--- config.mk ---
export PLATFORM = sky130hd
export DESIGN_NAME = image_mem_arbiter
export DESIGN_NICKNAME = d
export VERILOG_FILES = /design/src/rtl/image_mem_arbiter.sv
export SDC_FILE = /design/constraint.sdc
export NUM_CORES = 1
export LEC_CHECK = 0
export CELL_PAD_IN_SITES_DETAIL_PLACEMENT = 1
export CELL_PAD_IN_SITES_GLOBAL_PLACEMENT = 1
export CORE_AREA = 2 2 104 106
export DETAILED_ROUTE_END_ITERATION = 10
export DIE_AREA = 0 0 106 108
export PLACE_DENSITY = 0.85
export SETUP_SLACK_MARGIN = 0.1
export SKIP_CTS_REPAIR_TIMING = 1
export SLEW_MARGIN = 40
export SYNTH_ARGS = -nofsm -noshare
export SYNTH_HDL_FRONTEND = slang
export SYNTH_SLANG_ARGS = --single-unit
--- constraint.sdc ---
create_clock -name clk50 -period 5.31 [get_ports clk50]
set_clock_uncertainty 0.1 [all_clocks]
set_input_delay 0.7965 -clock clk50 [delete_from_list [all_inputs] [get_ports clk50]]
set_output_delay 0.7965 -clock clk50 [all_outputs]
set_load 0.1 [all_outputs]
--- src/rtl/image_mem_arbiter.sv ---
// Image memory arbiter: shares the single-port on-chip image memory between
// the VGA pixel-read path, the SDRAM loader write path and HPS pixel writes.
// VGA normally wins. A writer that has been refused STARVE_LIMIT cycles in a
// row beats VGA. Loader and HPS take turns through a round-robin pointer.
// The grant and the memory address, data and write enable are all registered
// on the same edge. Read data comes back to VGA two cycles after its grant.
module image_mem_arbiter #(
  parameter int ADDR_W       = 9,
  parameter int DATA_W       = 24,
  parameter int STARVE_LIMIT = 8
) (
  input  logic              clk50,
  input  logic              reset,

  input  logic              vga_req,
  input  logic [ADDR_W-1:0] vga_addr,
  output logic              vga_gnt,
  output logic [DATA_W-1:0] vga_rdata,
  output logic              vga_rvalid,

  input  logic              ld_req,
  input  logic [ADDR_W-1:0] ld_addr,
  input  logic [DATA_W-1:0] ld_wdata,
  output logic              ld_gnt,

  input  logic              hps_req,
  input  logic [ADDR_W-1:0] hps_addr,
  input  logic [DATA_W-1:0] hps_wdata,
  output logic              hps_gnt,

  output logic [ADDR_W-1:0] mem_a,
  output logic              mem_we,
  output logic [DATA_W-1:0] mem_din,
  input  logic [DATA_W-1:0] mem_dout,

  output logic              vga_stall
);

  localparam int CNT_W = $clog2(STARVE_LIMIT + 1);
  localparam logic [CNT_W-1:0] LIMIT = CNT_W'(STARVE_LIMIT);

  // Which requester owns the memory slot decided at the coming edge.
  typedef enum logic [1:0] {
    SEL_NONE,
    SEL_VGA,
    SEL_LD,
    SEL_HPS
  } sel_t;

  // Which writer wins the next writer-versus-writer tie.
  typedef enum logic {
    RR_LD,
    RR_HPS
  } rr_t;

  sel_t sel;
  logic ld_starved;
  logic hps_starved;

  rr_t              rr_q,      rr_d;
  logic [CNT_W-1:0] ld_cnt_q,  ld_cnt_d;
  logic [CNT_W-1:0] hps_cnt_q, hps_cnt_d;

  logic              vga_gnt_q, vga_gnt_d;
  logic              ld_gnt_q,  ld_gnt_d;
  logic              hps_gnt_q, hps_gnt_d;
  logic [ADDR_W-1:0] mem_a_q,   mem_a_d;
  logic              mem_we_q,  mem_we_d;
  logic [DATA_W-1:0] mem_din_q, mem_din_d;

  logic              rd_s1_q,      rd_s1_d;
  logic              vga_rvalid_q, vga_rvalid_d;
  logic [DATA_W-1:0] vga_rdata_q,  vga_rdata_d;

  // A writer counts as starved only while it is still asking; a stale full
  // counter from a request that was just dropped must not win a slot.
  always_comb begin
    ld_starved  = ld_req  && (ld_cnt_q  == LIMIT);
    hps_starved = hps_req && (hps_cnt_q == LIMIT);
  end

  // Pick the single owner of this cycle's memory slot.
  always_comb begin
    sel = SEL_NONE;
    if (ld_starved && hps_starved) begin
      sel = (rr_q == RR_LD) ? SEL_LD : SEL_HPS;
    end else if (ld_starved) begin
      sel = SEL_LD;
    end else if (hps_starved) begin
      sel = SEL_HPS;
    end else if (vga_req) begin
      sel = SEL_VGA;
    end else if (ld_req && hps_req) begin
      sel = (rr_q == RR_LD) ? SEL_LD : SEL_HPS;
    end else if (ld_req) begin
      sel = SEL_LD;
    end else if (hps_req) begin
      sel = SEL_HPS;
    end
  end

  // Starve counters count refused cycles and saturate at the limit.
  always_comb begin
    ld_cnt_d  = ld_cnt_q;
    hps_cnt_d = hps_cnt_q;

    if (!ld_req || sel == SEL_LD) begin
      ld_cnt_d = '0;
    end else if (ld_cnt_q != LIMIT) begin
      ld_cnt_d = ld_cnt_q + CNT_W'(1);
    end

    if (!hps_req || sel == SEL_HPS) begin
      hps_cnt_d = '0;
    end else if (hps_cnt_q != LIMIT) begin
      hps_cnt_d = hps_cnt_q + CNT_W'(1);
    end
  end

  // The pointer hands the next tie to the writer that was not just served.
  always_comb begin
    rr_d = rr_q;
    if (sel == SEL_LD) begin
      rr_d = RR_HPS;
    end else if (sel == SEL_HPS) begin
      rr_d = RR_LD;
    end
  end

  // Grant pulses and the memory command; address and data hold when idle.
  always_comb begin
    vga_gnt_d = (sel == SEL_VGA);
    ld_gnt_d  = (sel == SEL_LD);
    hps_gnt_d = (sel == SEL_HPS);
    mem_we_d  = (sel == SEL_LD) || (sel == SEL_HPS);
    mem_a_d   = mem_a_q;
    mem_din_d = mem_din_q;

    case (sel)
      SEL_VGA: begin
        mem_a_d = vga_addr;
      end
      SEL_LD: begin
        mem_a_d   = ld_addr;
        mem_din_d = ld_wdata;
      end
      SEL_HPS: begin
        mem_a_d   = hps_addr;
        mem_din_d = hps_wdata;
      end
      default: begin
        mem_a_d   = mem_a_q;
        mem_din_d = mem_din_q;
      end
    endcase
  end

  // The memory samples a read the edge after the grant; capture its output on
  // the edge after that, so every VGA grant turns into exactly one rvalid.
  always_comb begin
    rd_s1_d      = vga_gnt_q;
    vga_rvalid_d = rd_s1_q;
    vga_rdata_d  = vga_rdata_q;
    if (rd_s1_q) begin
      vga_rdata_d = mem_dout;
    end
  end

  // Arbitration state: round-robin pointer and starve counters.
  always_ff @(posedge clk50 or posedge reset) begin
    if (reset) begin
      rr_q      <= RR_LD;
      ld_cnt_q  <= '0;
      hps_cnt_q <= '0;
    end else begin
      rr_q      <= rr_d;
      ld_cnt_q  <= ld_cnt_d;
      hps_cnt_q <= hps_cnt_d;
    end
  end

  // Registered grants and memory command.
  always_ff @(posedge clk50 or posedge reset) begin
    if (reset) begin
      vga_gnt_q <= 1'b0;
      ld_gnt_q  <= 1'b0;
      hps_gnt_q <= 1'b0;
      mem_a_q   <= '0;
      mem_we_q  <= 1'b0;
      mem_din_q <= '0;
    end else begin
      vga_gnt_q <= vga_gnt_d;
      ld_gnt_q  <= ld_gnt_d;
      hps_gnt_q <= hps_gnt_d;
      mem_a_q   <= mem_a_d;
      mem_we_q  <= mem_we_d;
      mem_din_q <= mem_din_d;
    end
  end

  // Read-return pipeline; reset drops anything in flight.
  always_ff @(posedge clk50 or posedge reset) begin
    if (reset) begin
      rd_s1_q      <= 1'b0;
      vga_rvalid_q <= 1'b0;
      vga_rdata_q  <= '0;
    end else begin
      rd_s1_q      <= rd_s1_d;
      vga_rvalid_q <= vga_rvalid_d;
      vga_rdata_q  <= vga_rdata_d;
    end
  end

  // Output wiring. The stall flag comes straight from this cycle's decision
  // and is forced low while reset is held so every output reads zero.
  always_comb begin
    vga_gnt    = vga_gnt_q;
    ld_gnt     = ld_gnt_q;
    hps_gnt    = hps_gnt_q;
    mem_a      = mem_a_q;
    mem_we     = mem_we_q;
    mem_din    = mem_din_q;
    vga_rvalid = vga_rvalid_q;
    vga_rdata  = vga_rdata_q;
    vga_stall  = vga_req && (sel != SEL_VGA) && !reset;
  end

endmodule
* Yosys cells after proc, flatten, opt, wreduce, memory -nomap -nowiden *
Cells that the tools add are included.

cells by class
  multiplexer cells = 16
  reductions and logical operators = 16
  add/subtract/negate cells = 2
  equal/unequal tests = 8

operators with widths
  cell                                                                      number
  24-bit one-hot mux with 2 select lines                                    1
  9-bit one-hot mux with 3 select lines                                     1
  4-bit 2-to-1 mux                                                          4
  2-bit 2-to-1 mux                                                          7
  4-bit by 1-bit adder with 4-bit output (second input constant)            2
  4-bit equality test (second input constant)                               2
  4-bit inequality test (second input constant)                             2
  1-bit logical AND                                                         6
  2-bit nonzero test                                                        3
  2-bit equality test (second input constant)                               2
  1-bit zero test                                                           3
  1-bit logical OR                                                          3
  1-bit 2-to-1 mux                                                          3
  3-bit nonzero test                                                        1
  2-bit by 1-bit equality test with 1-bit output (second input constant)    1
  2-bit by 1-bit inequality test with 1-bit output (second input constant)  1

word-level totals
  bits in registers = 72
  word-level logic and storage cells = 54
  output and inout bits = 63
  bits of input ports = 104

* Depth between registers and ports, before layout *
  depth after elaboration = 10
  gate-level depth with buffers = 9
  mapped depth without buffers = 8

* Worst setup path before layout *
Ideal clock, no wire load.

  kind = input to output
  from = input port ld_req
  to = output port vga_stall
  data required time = 4.413 ns
  stages = 4
  path slack = 1.190 ns
  buffers on the path = 0
  arrival time = 3.223 ns
  cell sequence = nand4b_1 -> nand2_1 -> a21oi_1 -> nor3b_1

between the ends
  word-level cells in the longest chain between the ends = 9
  elaborated cells on any way between the ends = 12
  those cells by class = eq/ne: 1; mux: 6; reduce/logical: 5

RTL lines
  what                                                   line    text
  start, declared                                        21      input logic ld_req,
  2-bit 2-to-1 mux or 1-bit logical AND (tied branches)  95, 93
  2-bit 2-to-1 mux                                       93      end else if (ld_req && hps_req) begin
  2-bit 2-to-1 mux                                       91      end else if (vga_req) begin
  2-bit 2-to-1 mux                                       89      end else if (hps_starved) begin
  2-bit 2-to-1 mux                                       87      end else if (ld_starved) begin
  2-bit 2-to-1 mux *                                     85      if (ld_starved && hps_starved) begin
  2-bit by 1-bit inequality test with 1-bit output *     225     vga_stall = vga_req && (sel != SEL_VGA) && !reset;
  1-bit logical AND * (2 in series)                      225
  end, declared                                          36      output logic vga_stall

Mark *: on every way between the ends. The rest lies on a longest branch, timed or not.

* Final worst setup path *
Ends and elaborated chain as after synthesis.

==> impl_metrics.ini <==
[synthesis]
synth_edf_count = 0
synth_common_cells = dfrtp_1 (72), mux2i_1 (52), nand2_1 (29)
syn_inst = 263
yosysTopAreaCell = dfrtp_1
synthTopCellsByArea = dfrtp_1 (55%), mux2i_1 (16%), mux2_2 (8.6%), o21ai_1 (3.7%), nand2_1 (3.3%)
syn_area_um2 = 3257
synth-seq-area-share = 0.5532
ys_types = 31
synth_top_area_frac = 0.5532
synth_ff_type = dfrtp_1
avgSynthCellArea_um2 = 12.38
ys_seq_elements = 72
synthArstFlopShare = 1.000
yosysMostFrequentCell = dfrtp_1
syn_nets = 371
yosysWarnings = 0

[finish]
stdcell_count = 571
synthToLayoutAreaGrowth_pct = 50.75
drive_above_1_share = 0.2598
insertedDiodeCount = 0
final_nets = 538

[die]
fp-row-count = 37
coreArea_um2 = 10230
initial_core_util = 0.3183
die_height_um = 108
dieArea_um2 = 11450
ios = 167
die_w_um = 106

[pwr]
seq_power_share = 0.356
comb_power_share = 0.406
power-per-cell-area_nw_per_um2 = 368.7
p_total_mw = 1.810
p_sw_mw = 0.7990
leakagePower_nw = 2.332
p_int_mw = 1.011
vdd_drop_max_uv = 123.3
p_sw_frac = 0.4414
p_clk_frac = 0.238

[placed_design]
place.gp.congestion = 0.7094
pre_cts_ws_ns = 2.051
place_hpwl_mm = 6.821
io_buffers = 166
dp.cells = 555

[worst_setup_path]
end_kind = output port
crit_required_ns = 4.41
path_max_fanout = 6
cp.arrival_ns = 2.40
worstSetupPathType = in -> out
reg2reg_depth = 8
cp-start-kind = primary input
r2r_slack_ns = 2.69

[min_path]
hold_depth = 0
hold_path.class = reg -> reg

[routing]
viasPerCell = 4.583
wl_mm = 8.767
drc_errors = 0
wl_met2_mm = 4.488
num_vias = 2617
ant_nets = 0
route.detailed.wl_per_inst_um = 15.35
wl_met1_mm = 3.566
wl_met3_um = 609
drtIter0Drc = 40
top_layer = met4
dr.pass1.iters = 4

[timing]
rsz0062_at_grt = false
setup_viol = 0
worst_pin_slew_ns = 0.6974
slew-limit-headroom = 0.5344
finalWorstPathRequiredPeriod_ns = 3.301
drv_slew = 0
fin_tns_setup_ns = 0
final-hold-violation-count = 0
finalCritPeriodShare = 0.6216
layout_setup_ws_ns = 2.009
fin_hold_ws_ns = 0.2774
max_freq_ghz = 0.3030

[cts]
clock_latency_ns = 0.34
clk_pin_slew_ns = 0.08
clockBufferDepth = 2
htree_levels = 3
numCtsBuffers = 9
tritoncts = built
root_buffer = clkbuf_8
clock_sinks = 72

[global_route]
grt.overflow.total = 0
grt_util_all_layers = 0.1536
grt_pass1_vias = 2879
grt_max_degree = 61
grt_antenna_before_repair = 0
grt_pass1_wl_mm = 13.73

[outcome]
status = finished, final reports clean

[flow_run]
maxCapViolCount = 0
==> cell usage in the layout, fill, tap and decap left out, types with 2 or more instances in the layout <==
cell,n
ha_1,4
mux2_2,25
nand2_1,29
nand2b_1,2
buf_2,63
xor2_1,3
and2_1,2
clkbuf_8,10
mux2i_1,52
inv_2,2
o21ai_1,24
inv_1,6
clkdlybuf4s50_1,103
xnor2_1,2
nand3_1,2
nor2_1,9
dfrtp_1,71
buf_4,3
clkinv_2,2
a21oi_1,4
==> area by class of cell <==
cell class / instances / area, µm²
clock buffer: 11 / 141.4
inverter: 8 / 30.03
tap: 136 / 170.2
multi-input combinational: 170 / 1340
timing repair buffer: 169 / 1369
sequential: 72 / 1803
clock inverter: 5 / 56.30
fill: 1148 / 5321
==> worst max-delay path, stage by stage <==
cell	delay, ns
clkdlybuf4s50_1	0.62
nand4b_1	0.18
nand2_1	0.11
a21oi_1	0.06
nor3b_1	0.18
buf_2	0.45
==> path summary, 6_finish.rpt <==
kind / start / end
max: ld_req / vga_stall
min: vga_gnt / rd_s1_q
max reg2reg: hps_cnt_q[0] / mem_din[20]
min reg2reg: vga_gnt / rd_s1_q
max in group asynchronous: reset / vga_rdata[22]
min in group asynchronous: reset / hps_cnt_q[2]
==> logic make-up after synthesis <==
family | after synthesis | synth area share
AND/OR/NAND/NOR | 49 | 0.06723
adder cells (fa/ha/maj) | 5 | 0.01844
buffers and inverters | 21 | 0.03534
AO/OA/AOI/OAI | 34 | 0.06608
XOR/XNOR | 5 | 0.01345
flip-flops | 72 | 0.5532
multiplexers | 77 | 0.2463
==> power by group through the flow <==
stage	Clock [mW]	Combinational, mW	Sequential (mW)
after CTS	0.448	0.743	0.647
after global routing	0.468	0.765	0.654
after floorplan	0	0.130	1.09
after global placement	0	0.788	0.655
after detailed placement	0	0.742	0.657
final	0.430	0.735	0.645
==> registers in the layout, indices dropped and copies added, names as in the netlist, 4 cells and up <==
register and flops:
mem_a 9, mem_din 24, vga_rdata 24, ld_cnt_q 4, hps_cnt_q 4
==> per-layer routing <==
layer	vias to the layer above	track usage
met5	-	0
met4	0	0.05639
met3	10	0.03918
met2	107	0.2839
met1	1257	0.1708
li1	1243	-
==> per-stage QoR <==
step	cell area, µm²	utilization
floorplan	3257	-
finish	4910	0.4799
global route	4910	0.4799
detailed placement	4712	0.4606
global placement	5026	0.4913
CTS	4910	0.4799
Note: power is estimated with default switching activity, not from simulation.
